===== config.mk =====
export PLATFORM = sky130hd
export DESIGN_NAME = video_mode_sequencer_flat
export DESIGN_NICKNAME = d
export VERILOG_FILES = /design/src/rtl/video_mode_sequencer_if.sv /design/src/rtl/video_mode_sequencer.sv /design/src/flat_wrapper.sv
export SDC_FILE = /design/constraint.sdc
export NUM_CORES = 1
export LEC_CHECK = 0
export CORE_AREA = 2 2 107 109
export CTS_CLUSTER_DIAMETER = 200
export DETAILED_ROUTE_END_ITERATION = 7
export DIE_AREA = 0 0 109 111
export PLACE_DENSITY = 0.46
export SLEW_MARGIN = 10
export SYNTH_ARGS = -nofsm -noshare
export SYNTH_HDL_FRONTEND = slang
export SYNTH_SLANG_ARGS = --single-unit

===== constraint.sdc =====
create_clock -name clk27 -period 2.6 [get_ports clk27]
set_clock_uncertainty 0.15 [all_clocks]
set_input_delay 0.26 -clock clk27 [delete_from_list [all_inputs] [get_ports clk27]]
set_output_delay 0.26 -clock clk27 [all_outputs]
set_load 0.03 [all_outputs]

===== src/rtl/video_mode_sequencer_if.sv =====
// Request and generator-control signals between the mode sequencer and its neighbours.
// The slave side is the sequencer; the master side is the menu logic plus the HDMI clock generator.
interface video_mode_sequencer_if;
  logic [3:0] mode_req;
  logic       mode_req_valid;
  logic       lock_i;
  logic [3:0] clock_config;
  logic       vc_rstn;
  logic       busy;
  logic       mode_ack;
  logic       mode_err;
  logic       lock_lost;

  modport master (
    output mode_req, mode_req_valid, lock_i,
    input  clock_config, vc_rstn, busy, mode_ack, mode_err, lock_lost
  );

  modport slave (
    input  mode_req, mode_req_valid, lock_i,
    output clock_config, vc_rstn, busy, mode_ack, mode_err, lock_lost
  );
endinterface


===== src/rtl/video_mode_sequencer.sv =====
// Sequences HDMI pixel-clock mode changes: reset the generator, switch config, settle,
// release, then wait for a stable lock with timeout/retry and lock-loss recovery.
module video_mode_sequencer #(
  parameter logic [3:0] DEFAULT_CONFIG = 4'd0,
  parameter int QUIESCE_CYCLES = 64,
  parameter int SETTLE_CYCLES  = 256,
  parameter int LOCK_STABLE    = 1024,
  parameter int LOCK_TIMEOUT   = 1048576,
  parameter int MAX_RETRY      = 3,
  parameter int CNT_W          = 21
) (
  input logic clk27,
  input logic rstn,
  video_mode_sequencer_if.slave bus
);
  typedef enum logic [2:0] {IDLE, QUIESCE, SWITCH, WAIT_LOCK, ERROR} state_t;

  localparam int STB_W = $clog2(LOCK_STABLE + 1);
  localparam int RTY_W = $clog2(MAX_RETRY + 1);
  localparam logic [CNT_W-1:0] Q_LAST   = CNT_W'(QUIESCE_CYCLES - 1);
  localparam logic [CNT_W-1:0] S_LAST   = CNT_W'(SETTLE_CYCLES - 1);
  localparam logic [CNT_W-1:0] T_LAST   = CNT_W'(LOCK_TIMEOUT - 1);
  localparam logic [STB_W-1:0] STB_LAST = STB_W'(LOCK_STABLE - 1);
  localparam logic [RTY_W-1:0] RTY_MAX  = RTY_W'(MAX_RETRY);

  state_t           state;
  logic [CNT_W-1:0] cnt;
  logic [STB_W-1:0] stable;
  logic [RTY_W-1:0] retry;
  logic [RTY_W-1:0] retry_inc;
  logic [3:0]       target;
  logic             pend_valid;
  logic [3:0]       pend_mode;
  logic [1:0]       loss_cnt;
  logic             take_valid;
  logic [3:0]       take_mode;

  logic [3:0] clock_config_r;
  logic       vc_rstn_r, busy_r, mode_ack_r, mode_err_r, lock_lost_r;

  assign bus.clock_config = clock_config_r;
  assign bus.vc_rstn      = vc_rstn_r;
  assign bus.busy         = busy_r;
  assign bus.mode_ack     = mode_ack_r;
  assign bus.mode_err     = mode_err_r;
  assign bus.lock_lost    = lock_lost_r;

  // A request arriving in the same cycle as success/error entry counts as the latest pending one.
  assign take_valid = bus.mode_req_valid | pend_valid;
  assign take_mode  = bus.mode_req_valid ? bus.mode_req : pend_mode;
  assign retry_inc  = retry + RTY_W'(1);

  always_ff @(posedge clk27 or negedge rstn) begin
    if (!rstn) begin
      state          <= QUIESCE;
      cnt            <= '0;
      stable         <= '0;
      retry          <= '0;
      target         <= DEFAULT_CONFIG;
      pend_valid     <= 1'b0;
      pend_mode      <= DEFAULT_CONFIG;
      loss_cnt       <= 2'd0;
      clock_config_r <= DEFAULT_CONFIG;
      vc_rstn_r      <= 1'b0;
      busy_r         <= 1'b1;
      mode_ack_r     <= 1'b0;
      mode_err_r     <= 1'b0;
      lock_lost_r    <= 1'b0;
    end else begin
      mode_ack_r  <= 1'b0;
      lock_lost_r <= 1'b0;
      loss_cnt    <= 2'd0;
      if (busy_r && bus.mode_req_valid) begin
        pend_valid <= 1'b1;
        pend_mode  <= bus.mode_req;
      end

      case (state)
        IDLE: begin
          if (!bus.lock_i && loss_cnt != 2'd3) loss_cnt <= loss_cnt + 2'd1;
          if (!bus.lock_i && loss_cnt == 2'd3) begin
            lock_lost_r <= 1'b1;
            retry       <= '0;
            cnt         <= '0;
            vc_rstn_r   <= 1'b0;
            busy_r      <= 1'b1;
            state       <= QUIESCE;
            if (bus.mode_req_valid) target <= bus.mode_req;
          end else if (bus.mode_req_valid && bus.mode_req == clock_config_r) begin
            mode_ack_r <= 1'b1;
          end else if (bus.mode_req_valid) begin
            target    <= bus.mode_req;
            retry     <= '0;
            cnt       <= '0;
            vc_rstn_r <= 1'b0;
            busy_r    <= 1'b1;
            state     <= QUIESCE;
          end
        end

        QUIESCE: begin
          if (cnt == Q_LAST) begin
            clock_config_r <= target;
            cnt            <= '0;
            state          <= SWITCH;
          end else begin
            cnt <= cnt + CNT_W'(1);
          end
        end

        SWITCH: begin
          if (cnt == S_LAST) begin
            vc_rstn_r <= 1'b1;
            cnt       <= '0;
            stable    <= '0;
            state     <= WAIT_LOCK;
          end else begin
            cnt <= cnt + CNT_W'(1);
          end
        end

        WAIT_LOCK: begin
          if (bus.lock_i && stable == STB_LAST) begin
            mode_ack_r <= 1'b1;
            mode_err_r <= 1'b0;
            retry      <= '0;
            cnt        <= '0;
            if (take_valid) begin
              target     <= take_mode;
              pend_valid <= 1'b0;
              vc_rstn_r  <= 1'b0;
              state      <= QUIESCE;
            end else begin
              busy_r <= 1'b0;
              state  <= IDLE;
            end
          end else if (cnt == T_LAST) begin
            cnt       <= '0;
            vc_rstn_r <= 1'b0;
            if (retry_inc < RTY_MAX) begin
              retry <= retry_inc;
              state <= QUIESCE;
            end else begin
              mode_err_r <= 1'b1;
              // A queued request restarts immediately rather than parking in ERROR.
              if (take_valid) begin
                target     <= take_mode;
                pend_valid <= 1'b0;
                retry      <= '0;
                state      <= QUIESCE;
              end else begin
                retry  <= retry_inc;
                busy_r <= 1'b0;
                state  <= ERROR;
              end
            end
          end else begin
            cnt    <= cnt + CNT_W'(1);
            stable <= bus.lock_i ? stable + STB_W'(1) : '0;
          end
        end

        ERROR: begin
          if (bus.mode_req_valid) begin
            target    <= bus.mode_req;
            retry     <= '0;
            cnt       <= '0;
            vc_rstn_r <= 1'b0;
            busy_r    <= 1'b1;
            state     <= QUIESCE;
          end
        end

        default: begin
          busy_r <= 1'b1;
          cnt    <= '0;
          state  <= QUIESCE;
        end
      endcase
    end
  end
endmodule


===== src/flat_wrapper.sv =====
// flat-port wrapper written by rule: the top's interface ports become plain ports
module video_mode_sequencer_flat 
#(
  parameter logic [3:0] DEFAULT_CONFIG = 4'd0,
  parameter int QUIESCE_CYCLES = 64,
  parameter int SETTLE_CYCLES  = 256,
  parameter int LOCK_STABLE    = 1024,
  parameter int LOCK_TIMEOUT   = 1048576,
  parameter int MAX_RETRY      = 3,
  parameter int CNT_W          = 21
)
  (clk27, rstn, bus_mode_req, bus_mode_req_valid, bus_lock_i, bus_clock_config, bus_vc_rstn, bus_busy, bus_mode_ack, bus_mode_err, bus_lock_lost);
  video_mode_sequencer_if bus_i ();
  input logic clk27;
  input logic rstn;
  input wire logic [$bits(bus_i.mode_req)-1:0] bus_mode_req;
  input wire logic [$bits(bus_i.mode_req_valid)-1:0] bus_mode_req_valid;
  input wire logic [$bits(bus_i.lock_i)-1:0] bus_lock_i;
  output wire logic [$bits(bus_i.clock_config)-1:0] bus_clock_config;
  output wire logic [$bits(bus_i.vc_rstn)-1:0] bus_vc_rstn;
  output wire logic [$bits(bus_i.busy)-1:0] bus_busy;
  output wire logic [$bits(bus_i.mode_ack)-1:0] bus_mode_ack;
  output wire logic [$bits(bus_i.mode_err)-1:0] bus_mode_err;
  output wire logic [$bits(bus_i.lock_lost)-1:0] bus_lock_lost;
  assign bus_i.mode_req = bus_mode_req;
  assign bus_i.mode_req_valid = bus_mode_req_valid;
  assign bus_i.lock_i = bus_lock_i;
  assign bus_clock_config = bus_i.clock_config;
  assign bus_vc_rstn = bus_i.vc_rstn;
  assign bus_busy = bus_i.busy;
  assign bus_mode_ack = bus_i.mode_ack;
  assign bus_mode_err = bus_i.mode_err;
  assign bus_lock_lost = bus_i.lock_lost;
  video_mode_sequencer #(.DEFAULT_CONFIG(DEFAULT_CONFIG), .QUIESCE_CYCLES(QUIESCE_CYCLES), .SETTLE_CYCLES(SETTLE_CYCLES), .LOCK_STABLE(LOCK_STABLE), .LOCK_TIMEOUT(LOCK_TIMEOUT), .MAX_RETRY(MAX_RETRY), .CNT_W(CNT_W)) u_core (.clk27(clk27), .rstn(rstn), .bus(bus_i));
endmodule

==> impl_metrics.py <==
metrics = {
    "place": {
        "dp_hpwl_um": 5750,
        "portBuffers": 16,
        "gp_congestion": 0.802,
        "place_area_um2": 3660,
    },
    "timing": {
        "fmax_ghz": 0.416,
        "setup_viol": 0,
        "fin_crit_ns": 2.40,
        "tns_ns": 0,
        "hold_violations": 0,
        "slew_viol_final": 0,
        "max_slew_margin_pct": 53.9,
        "post-route-period-util_pct": 92.5,
        "worst_pin_slew_ns": 0.692,
        "rsz0062_at_grt": "no",
    },
    "power_and_ir_drop": {
        "powerDensity_nw_per_um2": 574,
        "p_sw_mw": 0.490,
        "seq_power_share_pct": 39.7,
        "p_sw_share_pct": 21.4,
        "p_total_mw": 2.29,
        "power.share.clock_pct": 56.2,
        "combinationalPowerShare_pct": 4.1,
        "p_int_mw": 1.80,
        "peakVddDrop_mv": 0.246,
        "leakagePower_nw": 1.72,
    },
    "worst_setup_path": {
        "start_kind": "register",
        "path_max_fanout": 6,
        "crit_start": "u_core.cnt[17]",
        "r2r-end": "u_core.target[0]",
        "end_kind": "register",
        "cpMaxStageDelayCell": "or3_1",
        "r2r_cells": 6,
        "crit_end": "u_core.target[0]",
        "crit_arrival_ns": 2.46,
        "worstPathCellList": "nand2_1 > or3_1 > nor3_4 > a21boi_2 > nor4_4 > mux2_1",
        "rrSetupSlack_ns": 0.20,
        "slowest_delay_ns": 0.52,
        "crit_type": "reg -> reg",
        "crit_required_ns": 2.66,
        "worstReg2RegStart": "u_core.cnt[17]",
    },
    "floorplanning": {
        "dieArea_um2": 12100,
        "num_io_pins": 17,
        "rows": 39,
        "core_um2": 11100,
        "initial_core_util_pct": 28.7,
        "die_w_um": 109,
        "die_y_um": 111,
    },
    "routing": {
        "drt-total-wl_um": 7760,
        "drt_iter0_drc": 148,
        "firstDrtPassIters": 4,
        "vias": 2674,
        "post_drt_via_cell_ratio": 5.16,
        "wire_per_inst_um": 15.0,
        "antenna_left": 0,
        "drc": 0,
    },
    "layout": {
        "layout_commonest_cell": "dfrtp_1",
        "num_antenna_cells": 0,
        "post-route-util_pct": 36.1,
        "drive_above_1_share_pct": 17.9,
        "mostFrequentLayoutCells": "dfrtp_1, nor2_1, nand2_1",
        "final_cell_area_um2": 4000,
        "fin_nets": 382,
        "area_growth_syn_to_layout_pct": 25.6,
    },
    "yosys": {
        "synthDistinctLibCells": 53,
        "synth_edf_count": 0,
        "syn-num-nets": 344,
        "synth-async-reset-ratio_pct": 100,
        "syn_avg_cell_area_um2": 9.59,
        "syn_area_um2": 3180,
        "yosysSeqAreaShare_pct": 44.9,
        "synth_top_area_share_pct": 43.2,
        "synthFlopType": "dfrtp_1",
        "syn_inst": 332,
        "yosys.area.top_type": "dfrtp_1",
        "synth_area_leaders": "dfrtp_1, mux2_2, a31oi_1",
        "synth-seq-cells": 57,
        "yosysWarnings": 0,
    },
    "min_path": {
        "hp-class": "reg -> reg",
    },
    "clock_tree": {
        "root_buffer": "clkbuf_16",
        "cts_tree": "built",
        "clk_pin_slew_worst_paths_ns": 0.06,
        "cts_buffers": 9,
        "htreeDepth": 3,
        "ctsLongestPathBuffers": 2,
        "clock-sinks": 57,
        "clk_latency_ns": 0.33,
    },
    "global_route": {
        "grt_use_total_pct": 13.7,
        "grt_use_met1_pct": 18.1,
        "grt_pass1_wl_um": 12900,
        "gr-usage-met2_pct": 21.7,
        "use_met3_pct": 2.82,
        "busiest_layer": "met2",
        "grt_max_degree": 38,
        "grt_overflow_total": 0,
        "antenna_found_initial": 0,
        "grt_pass1_vias": 2601,
    },
    "job": {
        "drv_cap": 0,
    },
    "status": {
        "outcome": "complete, no violations",
    },
}
-- through the flow --
stage | cells | hold WS, ns | setup WS, ns
final | 518 | 0.286 | 0.196
after global routing | 518 | 0.314 | 0.0364
after CTS | 518 | 0.284 | 0.131
after detailed placement | 501 | 0.190 | 0.0975
after global placement | 501 | 0.194 | 0.127
after floorplan | 332 | -0.186 | 0.272
-- kinds of logic (layout without fill, tap and decap cells) --
kind of cell             count (synthesis)  in the layout  synth area share [%]
AND/OR/NAND/NOR                        126            126                  21.3
AO/OA/AOI/OAI                           98             98                  20.2
flip-flops                              57             57                  44.9
buffers and inverters                   21             64                  3.46
multiplexers                            20             20                  6.92
XOR/XNOR                                 6              6                  1.65
adder cells (fa/ha/maj)                  4              4                  1.57
-- layout make-up --
| cell class | count | area (um^2) |
|---|---|---|
| inverters | 5 | 18.8 |
| repair buffers | 43 | 398 |
| clock buffers | 10 | 239 |
| well taps | 143 | 179 |
| clock inverters | 6 | 88.8 |
| multi-input cells | 254 | 1650 |
| flip-flops and latches | 57 | 1430 |
| fillers | 1105 | 7080 |
-- registers in the layout (all words and copies together) (netlist names) --
name and cells:
u_core.pend_mode 4, u_core.cnt 21, u_core.bus.vc_rstn 1, u_core.bus.mode_err 1, u_core.bus.mode_ack 1, u_core.loss_cnt 2
u_core.state 3, u_core.retry 2, u_core.stable 11, u_core.bus.clock_config 4, u_core.bus.lock_lost 1, u_core.pend_valid 1
u_core.target 4, u_core.bus.busy 1
-- worst max-delay path: cells and delay by family (launching register included) --
kind,cells,cell delay [ns]
muxes,1,0.37
AOI/OAI and AO/OA,1,0.10
DFF,1,0.40
and+or+nand+nor,4,1.25
-- worst min-delay path by stage --
| stage | from | to | cells past startpoint |
|---|---|---|---|
| floorplan | rstn | u_core.bus.clock_config[0] | 0 |
| detailed placement | rstn | u_core.loss_cnt[0] | 1 |
| global placement | rstn | u_core.loss_cnt[0] | 1 |
| CTS | u_core.loss_cnt[0] | u_core.loss_cnt[0] | 1 |
| global route | u_core.loss_cnt[0] | u_core.loss_cnt[0] | 1 |
| finish | u_core.loss_cnt[0] | u_core.loss_cnt[0] | 1 |
-- cells in the mapped netlist, drive strengths merged, types with 2 or more instances --
cell     n
a21boi   3
a21oi   22
a22o     2
a22oi    3
a31oi   22
a41oi    3
and2     6
and3     8
and4     5
buf     10
clkbuf   6
dfrtp   55
dfstp    2
ha       4
inv      5
mux2    16
mux2i    4
nand2   29
nand2b   6
nand3   15
nand4    8
nor2    29
nor2b    2
nor3     7
nor3b    2
nor4     4
o21ai   25
o31a     2
o31ai    9
xnor2    6
-- power by group through the flow --
stage | combinational (mW) | sequential [mW] | clock [mW]
final | 0.0929 | 0.912 | 1.29
after global routing | 0.104 | 0.914 | 1.37
after CTS | 0.0954 | 0.912 | 1.32
after detailed placement | 0.0941 | 0.927 | 0
after global placement | 0.0937 | 0.927 | 0
after floorplan | 0.0392 | 0.926 | 0
-- repair_timing --
action / in CTS / in global routing
hold buffers: 1 / 0
endpoints found under the hold margin: 27 / 0
buffers inserted: 0 / 0
endpoints found under the setup margin: 0 / 3
gates resized for setup: 0 / 1
-- metal layers --
metal,part of all wire (%),up-vias
li1,-,1318
met1,48,1309
met2,48,36
met3,2.8,11
met4,1.6,0
met5,0,-
(Power assumes the default switching activity.)
